$ cat src/rtl/regs_operand_fetch_pkg.sv
// Shared widths, RV32I opcodes and the operand-fetch FSM encoding.
package regs_operand_fetch_pkg;

  localparam int REG_W  = 32;
  localparam int REG_AW = 5;

  localparam logic [6:0] OPC_LUI    = 7'b0110111;
  localparam logic [6:0] OPC_AUIPC  = 7'b0010111;
  localparam logic [6:0] OPC_JAL    = 7'b1101111;
  localparam logic [6:0] OPC_OP     = 7'b0110011;
  localparam logic [6:0] OPC_STORE  = 7'b0100011;
  localparam logic [6:0] OPC_BRANCH = 7'b1100011;

  typedef enum logic [1:0] {
    ST_IDLE  = 2'd0,
    ST_READ  = 2'd1,
    ST_VALID = 2'd2
  } state_t;

  function automatic logic f_use_rs1(input logic [6:0] opc);
    return !(opc == OPC_LUI || opc == OPC_AUIPC || opc == OPC_JAL);
  endfunction

  function automatic logic f_use_rs2(input logic [6:0] opc);
    return (opc == OPC_OP || opc == OPC_STORE || opc == OPC_BRANCH);
  endfunction

endpackage

$ cat src/rtl/regs_operand_fetch_operand_resolve.sv
// One operand's value tracking: accept-edge bypass capture, READ-cycle
// priority select and VALID-state write-back snoop.
module operand_resolve
  import regs_operand_fetch_pkg::*;
(
  input  logic              clk,
  input  logic              rst,
  input  logic              i_accept,
  input  logic [REG_AW-1:0] i_acc_rs,
  input  logic              i_load,
  input  logic              i_snoop,
  input  logic [REG_AW-1:0] i_rs,
  input  logic              i_use,
  input  logic [REG_W-1:0]  i_rdata,
  input  logic              i_wb_we,
  input  logic [REG_AW-1:0] i_wb_waddr,
  input  logic [REG_W-1:0]  i_wb_wdata,
  output logic [REG_W-1:0]  o_data
);

  logic             r_byp;
  logic [REG_W-1:0] r_byp_data;
  logic [REG_W-1:0] r_data;
  logic             w_acc_hit;
  logic             w_live;
  logic             w_wb_hit;

  // The regfile returns the pre-write value when written on the accept edge.
  assign w_acc_hit = i_wb_we && (i_wb_waddr == i_acc_rs) && (i_acc_rs != '0);
  assign w_live    = i_use && (i_rs != '0);
  assign w_wb_hit  = i_wb_we && (i_wb_waddr == i_rs);

  always_ff @(posedge clk or posedge rst) begin
    if (rst) begin
      r_byp      <= 1'b0;
      r_byp_data <= '0;
      r_data     <= '0;
    end else begin
      if (i_accept) begin
        r_byp <= w_acc_hit;
        if (w_acc_hit) r_byp_data <= i_wb_wdata;
      end
      if (i_load) begin
        if (!w_live)       r_data <= '0;
        else if (w_wb_hit) r_data <= i_wb_wdata;
        else if (r_byp)    r_data <= r_byp_data;
        else               r_data <= i_rdata;
      end else if (i_snoop && w_live && w_wb_hit) begin
        r_data <= i_wb_wdata;
      end
    end
  end

  assign o_data = r_data;

endmodule

$ cat src/rtl/regs_operand_fetch.sv
// Operand fetch stage: reads rs1/rs2 from the regfile and presents
// write-back-corrected operands to execute under valid/ready.
//   state    | meaning
//   ST_IDLE  | empty, ready for an instruction
//   ST_READ  | regfile data returning this cycle
//   ST_VALID | operands held for execute
module regs_operand_fetch
  import regs_operand_fetch_pkg::*;
(
  input  logic              clk,
  input  logic              rst,
  input  logic              flush,
  input  logic              in_valid,
  output logic              in_ready,
  input  logic [31:0]       in_inst,
  input  logic [31:0]       in_pc,
  output logic              re1,
  output logic              re2,
  output logic [REG_AW-1:0] raddr1,
  output logic [REG_AW-1:0] raddr2,
  input  logic [REG_W-1:0]  rdata1,
  input  logic [REG_W-1:0]  rdata2,
  input  logic              wb_we,
  input  logic [REG_AW-1:0] wb_waddr,
  input  logic [REG_W-1:0]  wb_wdata,
  output logic              out_valid,
  input  logic              out_ready,
  output logic [31:0]       out_inst,
  output logic [31:0]       out_pc,
  output logic [4:0]        out_rd,
  output logic [REG_W-1:0]  out_rs1_data,
  output logic [REG_W-1:0]  out_rs2_data
);

  state_t      r_state;
  state_t      w_state_nxt;
  logic [31:0] r_inst;
  logic [31:0] r_pc;
  logic        w_accept;
  logic        w_load;
  logic        w_snoop;

  assign in_ready  = (r_state == ST_IDLE) || ((r_state == ST_VALID) && out_ready);
  assign w_accept  = in_valid && in_ready && !flush;
  assign out_valid = (r_state == ST_VALID);
  assign w_load    = (r_state == ST_READ);
  assign w_snoop   = (r_state == ST_VALID);

  always_comb begin
    w_state_nxt = r_state;
    if (flush) begin
      w_state_nxt = ST_IDLE;
    end else begin
      case (r_state)
        ST_IDLE:  if (w_accept) w_state_nxt = ST_READ;
        ST_READ:  w_state_nxt = ST_VALID;
        ST_VALID: if (out_ready) w_state_nxt = w_accept ? ST_READ : ST_IDLE;
        default:  w_state_nxt = ST_IDLE;
      endcase
    end
  end

  always_ff @(posedge clk or posedge rst) begin
    if (rst) begin
      r_state <= ST_IDLE;
      r_inst  <= '0;
      r_pc    <= '0;
    end else begin
      r_state <= w_state_nxt;
      if (w_accept) begin
        r_inst <= in_inst;
        r_pc   <= in_pc;
      end
    end
  end

  // Read ports are driven only in the accept cycle.
  assign re1    = w_accept && f_use_rs1(in_inst[6:0]);
  assign re2    = w_accept && f_use_rs2(in_inst[6:0]);
  assign raddr1 = w_accept ? in_inst[19:15] : '0;
  assign raddr2 = w_accept ? in_inst[24:20] : '0;

  assign out_inst = r_inst;
  assign out_pc   = r_pc;
  assign out_rd   = r_inst[11:7];

  operand_resolve u_rs1 (
    .clk        (clk),
    .rst        (rst),
    .i_accept   (w_accept),
    .i_acc_rs   (in_inst[19:15]),
    .i_load     (w_load),
    .i_snoop    (w_snoop),
    .i_rs       (r_inst[19:15]),
    .i_use      (f_use_rs1(r_inst[6:0])),
    .i_rdata    (rdata1),
    .i_wb_we    (wb_we),
    .i_wb_waddr (wb_waddr),
    .i_wb_wdata (wb_wdata),
    .o_data     (out_rs1_data)
  );

  operand_resolve u_rs2 (
    .clk        (clk),
    .rst        (rst),
    .i_accept   (w_accept),
    .i_acc_rs   (in_inst[24:20]),
    .i_load     (w_load),
    .i_snoop    (w_snoop),
    .i_rs       (r_inst[24:20]),
    .i_use      (f_use_rs2(r_inst[6:0])),
    .i_rdata    (rdata2),
    .i_wb_we    (wb_we),
    .i_wb_waddr (wb_waddr),
    .i_wb_wdata (wb_wdata),
    .o_data     (out_rs2_data)
  );

endmodule

$ cat config.mk
export PLATFORM = sky130hd
export DESIGN_NAME = regs_operand_fetch
export DESIGN_NICKNAME = d
export VERILOG_FILES = /design/src/rtl/regs_operand_fetch_pkg.sv /design/src/rtl/regs_operand_fetch_operand_resolve.sv /design/src/rtl/regs_operand_fetch.sv
export SDC_FILE = /design/constraint.sdc
export NUM_CORES = 1
export LEC_CHECK = 0
export ABC_CLOCK_PERIOD_IN_PS = 9800
export BUFFER_PORTS_ARGS = -buffer_cell sky130_fd_sc_hd__clkbuf_2
export CAP_MARGIN = 20
export CORE_MARGIN = 2
export CORE_UTILIZATION = 30
export CTS_CLUSTER_DIAMETER = 150
export DETAILED_ROUTE_END_ITERATION = 7
export MAX_ROUTING_LAYER = met4
export SYNTH_ARGS = -nofsm -noshare
export SYNTH_HDL_FRONTEND = slang
export SYNTH_SLANG_ARGS = --single-unit
$ cat constraint.sdc
create_clock -name clk -period 9.8 [get_ports clk]
set_input_delay 0.49 -clock clk [delete_from_list [all_inputs] [get_ports clk]]
set_output_delay 0.49 -clock clk [all_outputs]
set_load 0.05 [all_outputs]
# Word-level counts from Yosys, hierarchy flattened
# Index checks and enable logic that the tools add are counted.
# totals
output_inout_bits	147
in_bits	171
elab_cells	85
regBits	196
# classes
reduce_logical	39
mux	17
eq_ne	20
# ops
operator	count
32-bit two-way mux	10
7-bit by 6-bit == test with 1-bit output (second input constant)	6
7-bit == test (second input constant)	4
5-bit == test	4
5-bit nonzero test	4
1-bit logical AND	17
7-bit by 5-bit == test with 1-bit output (second input constant)	2
5-bit two-way mux	2
1-bit logical OR	9
2-bit two-way mux	3
3-bit inequality test (second input constant)	2
2-bit case mux with 3 select lines	1
2-bit AND reduction	3
2-bit nonzero test	2
1-bit logical NOT	3
2-bit by 1-bit == test with 1-bit output (second input constant)	1
2-bit == test (second input constant)	1
2-bit logical NOT	1
1-bit two-way mux	1

# Depth between registers and ports, before layout
# logic_depth
word_depth	9
depth_mapped	8
mapped_depth_nobuf	6

# By module
# Synthesis repeated with hierarchy kept, for this count alone.
# hier_totals
hier_cells	797
hier_area_um2	9644.2
# modules_own_cells
module	instances	cells_each	area_each_um2	seq_area_each_um2
operand_resolve	2	309	3473.3	1626.6
regs_operand_fetch	1	179	2697.6	1651.6

# Worst setup path before layout
# No wires, ideal clock.
# synth_path
path_type	input to output
startpoint	input port out_ready
endpoint	output port re2
path_stages	5
t_required_ns	9.310
slack_ns	4.937
path_buffers	1
t_arrival_ns	4.373
path_cell_list	inv_1 a21oi_1 nand3b_1 clkbuf_1 a2111oi_0
# synth_between
elab_chain_len	5
# synth_rtl
item	line_no	source
start: declaration	regs_operand_fetch.sv:27	input logic out_ready,
1-bit logical AND	regs_operand_fetch.sv:43	assign in_ready = (r_state == ST_IDLE) || ((r_state == ST_VALID) && out_ready);
1-bit logical OR	regs_operand_fetch.sv:43	
named net in_ready	regs_operand_fetch.sv:14	output logic in_ready,
1-bit logical AND (2 in series)	regs_operand_fetch.sv:44	assign w_accept = in_valid && in_ready && !flush;
1-bit logical AND	regs_operand_fetch.sv:79	assign re2 = w_accept && f_use_rs2(in_inst[6:0]);
end: declaration	regs_operand_fetch.sv:18	output logic re2,
# The timed path passes the listed nets, and every way through them passes these cells.

# Worst setup path in the final report
# layout_path
startpoint	register r_state[0]
endpoint	output port raddr1[2]
# layout_between
elab_chain_len	6
elab_cells_between_ends	7
classes_between	eq/ne (1); mux (1); reduce/logical (5)
# layout_rtl
item	line_no	source
start: declaration	regs_operand_fetch.sv:35	state_t r_state;
start signal: assignment	regs_operand_fetch.sv:69	r_state <= w_state_nxt;
2-bit == test	regs_operand_fetch.sv:43	
1-bit logical AND	regs_operand_fetch.sv:43	
1-bit logical OR (*)	regs_operand_fetch.sv:43	
1-bit logical AND (*) (2 in series)	regs_operand_fetch.sv:44	
5-bit two-way mux (*)	regs_operand_fetch.sv:80	assign raddr1 = w_accept ? in_inst[19:15] : '0;
end: declaration	regs_operand_fetch.sv:19	output logic [REG_AW-1:0] raddr1,
# Every way passes the cells marked *; elsewhere a longest branch is shown, timed or not.

==> out/metrics.csv <==
metric;value;unit
setup_tns;0;ns
status;finished clean;
io_pins;318;
yosys.area_share.adder;0;%
cts_max_path_buffers;2;
crit_path_end_kind;output port;
hold_viol;0;
avgSynthCellArea;11.0;um2
maxCapViolCount;0;
htreeDepth;4;
dr_total_vias;7551;
max_freq;323;MHz
hpwlAfterDp;20600;um
grt_setup_unrepaired;false;
yosysTopAreaCell;dfrtp_1;
die_w;179;um
design_area;11700;um2
busiest_layer;met2;
drt_iter0_drc;425;
grt_use_met2;30.8;%
grt_overflow;0;
grt_max_degree;70;
place_congestion;0.800;
yosysWarnings;0;
cts-root-buf;clkbuf_16;
yosys_register_bits;196;
synth.top_cell.area_share;53.4;%
cp-startpoint;r_state[0]$_DFFE_PP0P_;
antenna_left;0;
io_buffers;317;
period_share;31.6;%
start_kind;register;
post_cts.repair.setup_buffers;0;
grt_pass1_wl;44800;um
drive_above_1_share;45.1;%
synth_compound_gate_area_share;12.3;%
fin_util;38.6;%
vdd_drop_max;0.110;mV
critPathArrivalTime;2.60;ns
viasPerCell;4.94;
die_area;32000;um2
syn_inst;833;
ys_seq_area_share;53.4;%
core;30300;um2
yosys-top-cells-count;196 x dfrtp_1, 191 x nand2_1, 83 x mux2_2;
power.density;208;nW/um2
grt_pass1_vias;7663;
placed_cell_area;11000;um2
clkSlewWorstSetupHoldPaths;0.08;ns
die_h;179;um
slew_headroom;22.6;%
grtUsageMet3;3.52;%
yosys.area_share.xor_xnor;1.81;%
hold_buffers;0;
grt_use_total;19.2;%
synth.area.top_cells;dfrtp_1 53%, mux2_2 10%, nand2_1 7.8%, mux2i_1 5.0%, o221a_2 3.8%;
fin_skew;0.0183;ns
synth_nets;1004;
hold_slack;0.0993;ns
cts.sinks;196;
synthArstFlopShare;100;%
slew_viol_final;0;
start_util;30.2;%
syn2layout_area_growth;27.6;%
p_leak;5.94;nW
cts-resized-gates;0;
dr.pass1.iters;5;
synth_edf_count;0;
placedCellCount;1490;
yosysUniqueCellTypes;51;
drc;0;
finalSetupViolCount;0;
cts_buffers;17;
final_cells;1527;
synth-simple-area-share;13.3;%
synth_top_family_by_area;multiplexers;
synth_mux_area_share;15.2;%
synthFlopType;dfrtp_1;
min_path_type;in2async;
synth.most_common_cell;dfrtp_1;
rows;64;
post_drt_wl_per_cell;19.6;um
required;9.31;ns
pre_cts_ws;6.66;ns
gr-usage-met1;25.2;%
antenna_found_initial;1;
syn_area;9180;um2
p_total;2.43;mW
finalNetCount;1288;
setup_slack;6.71;ns
wl;29900;um
criticalPathCategory;reg2out;
cts_tree;done;
clk_latency;0.44;ns
rr_startpoint;r_state[0]$_DFFE_PP0P_;
tightest_slew;1.16;ns
crit_fanout;59;
fin_crit;3.09;ns
==> cell type report <==
cell class                      instances  area (um2)
Clock buffer                           18         429
Antenna cell                            1        2.50
Sequential cell                       196        4910
Tap cell                              396         495
Fill cell                            3056       18600
Multi-Input combinational cell        566        3940
Clock inverter                         14         161
Inverter                                6        30.0
Timing Repair Buffer                  330        1740
==> cells by family after synthesis <==
kind of cell | Yosys count
compound gates | 143
buf+inv | 71
xor+xnor | 19
simple gates | 275
mux | 129
flops | 196
==> state kept, by name, indices dropped and copies added, names as in the netlist <==
signal and cells:
u_rs1.r_byp_data 32, out_inst 32, u_rs2.r_byp_data 32, u_rs2.o_data 32
r_state 2, u_rs2.r_byp 1, u_rs1.o_data 32, out_pc 32
u_rs1.r_byp 1
==> where the power goes <==
part	internal (mW)	leakage (nW)	switching (mW)
clock	0.366	0.290	0.361
combinational	0.194	3.12	0.513
sequential	0.919	2.53	0.0789
total	1.48	5.94	0.953
==> cell usage in the layout (no fill, tap or decap), types with 4 or more instances in the layout <==
cell | netlist | layout
inv_8 | 0 | 5
o211ai_1 | 17 | 17
mux2_2 | 83 | 83
a221o_1 | 7 | 7
a21o_1 | 11 | 11
clkbuf_2 | 0 | 317
inv_1 | 6 | 4
and3_1 | 4 | 4
nor2_1 | 21 | 21
a21oi_1 | 51 | 50
o221a_2 | 31 | 31
clkbuf_16 | 0 | 17
xor2_1 | 16 | 16
and2_1 | 11 | 11
clkinv_4 | 0 | 5
mux2i_1 | 46 | 46
a221o_2 | 5 | 5
dfrtp_1 | 196 | 194
buf_4 | 7 | 9
and3_2 | 8 | 8
nor3_1 | 16 | 16
nand2_1 | 191 | 191
o21ai_0 | 4 | 4
==> layer usage <==
| metal | vias to the layer above | wire length, um |
|---|---|---|
| met4 | 0 | 415 |
| met3 | 18 | 1790 |
| met2 | 278 | 14300 |
| met5 | - | 0 |
| met1 | 3747 | 13400 |
| li1 | 3508 | - |
==> worst max-delay path, cell delays in order, from the launching register on <==
cell      delay (ns)
dfrtp_1         0.43
a21oi_1         0.18
nand3b_1        0.09
buf_4           0.21
inv_2           0.16
buf_4           0.50
and2_1          0.26
clkbuf_2        0.29
==> path summary, 6_finish.rpt <==
| kind | end | slack, ns | cells past startpoint |
|---|---|---|---|
| max reg2reg | u_rs1.r_byp_data[6]$_DFFE_PP0P_ | 7.08 | 8 |
| max | raddr1[2] | 6.71 | 7 |
| min in group clk | r_state[1]$_DFFE_PP0P_ | 0.20 | 2 |
| min | out_inst[11]$_DFFE_PP0N_ | 0.1 | 2 |
| min reg2reg | out_pc[13]$_DFFE_PP0N_ | 0.48 | 2 |
| max in group asynchronous | u_rs2.r_byp$_DFFE_PP0N_ | 8.36 | 3 |
(Power assumes the default switching activity.)
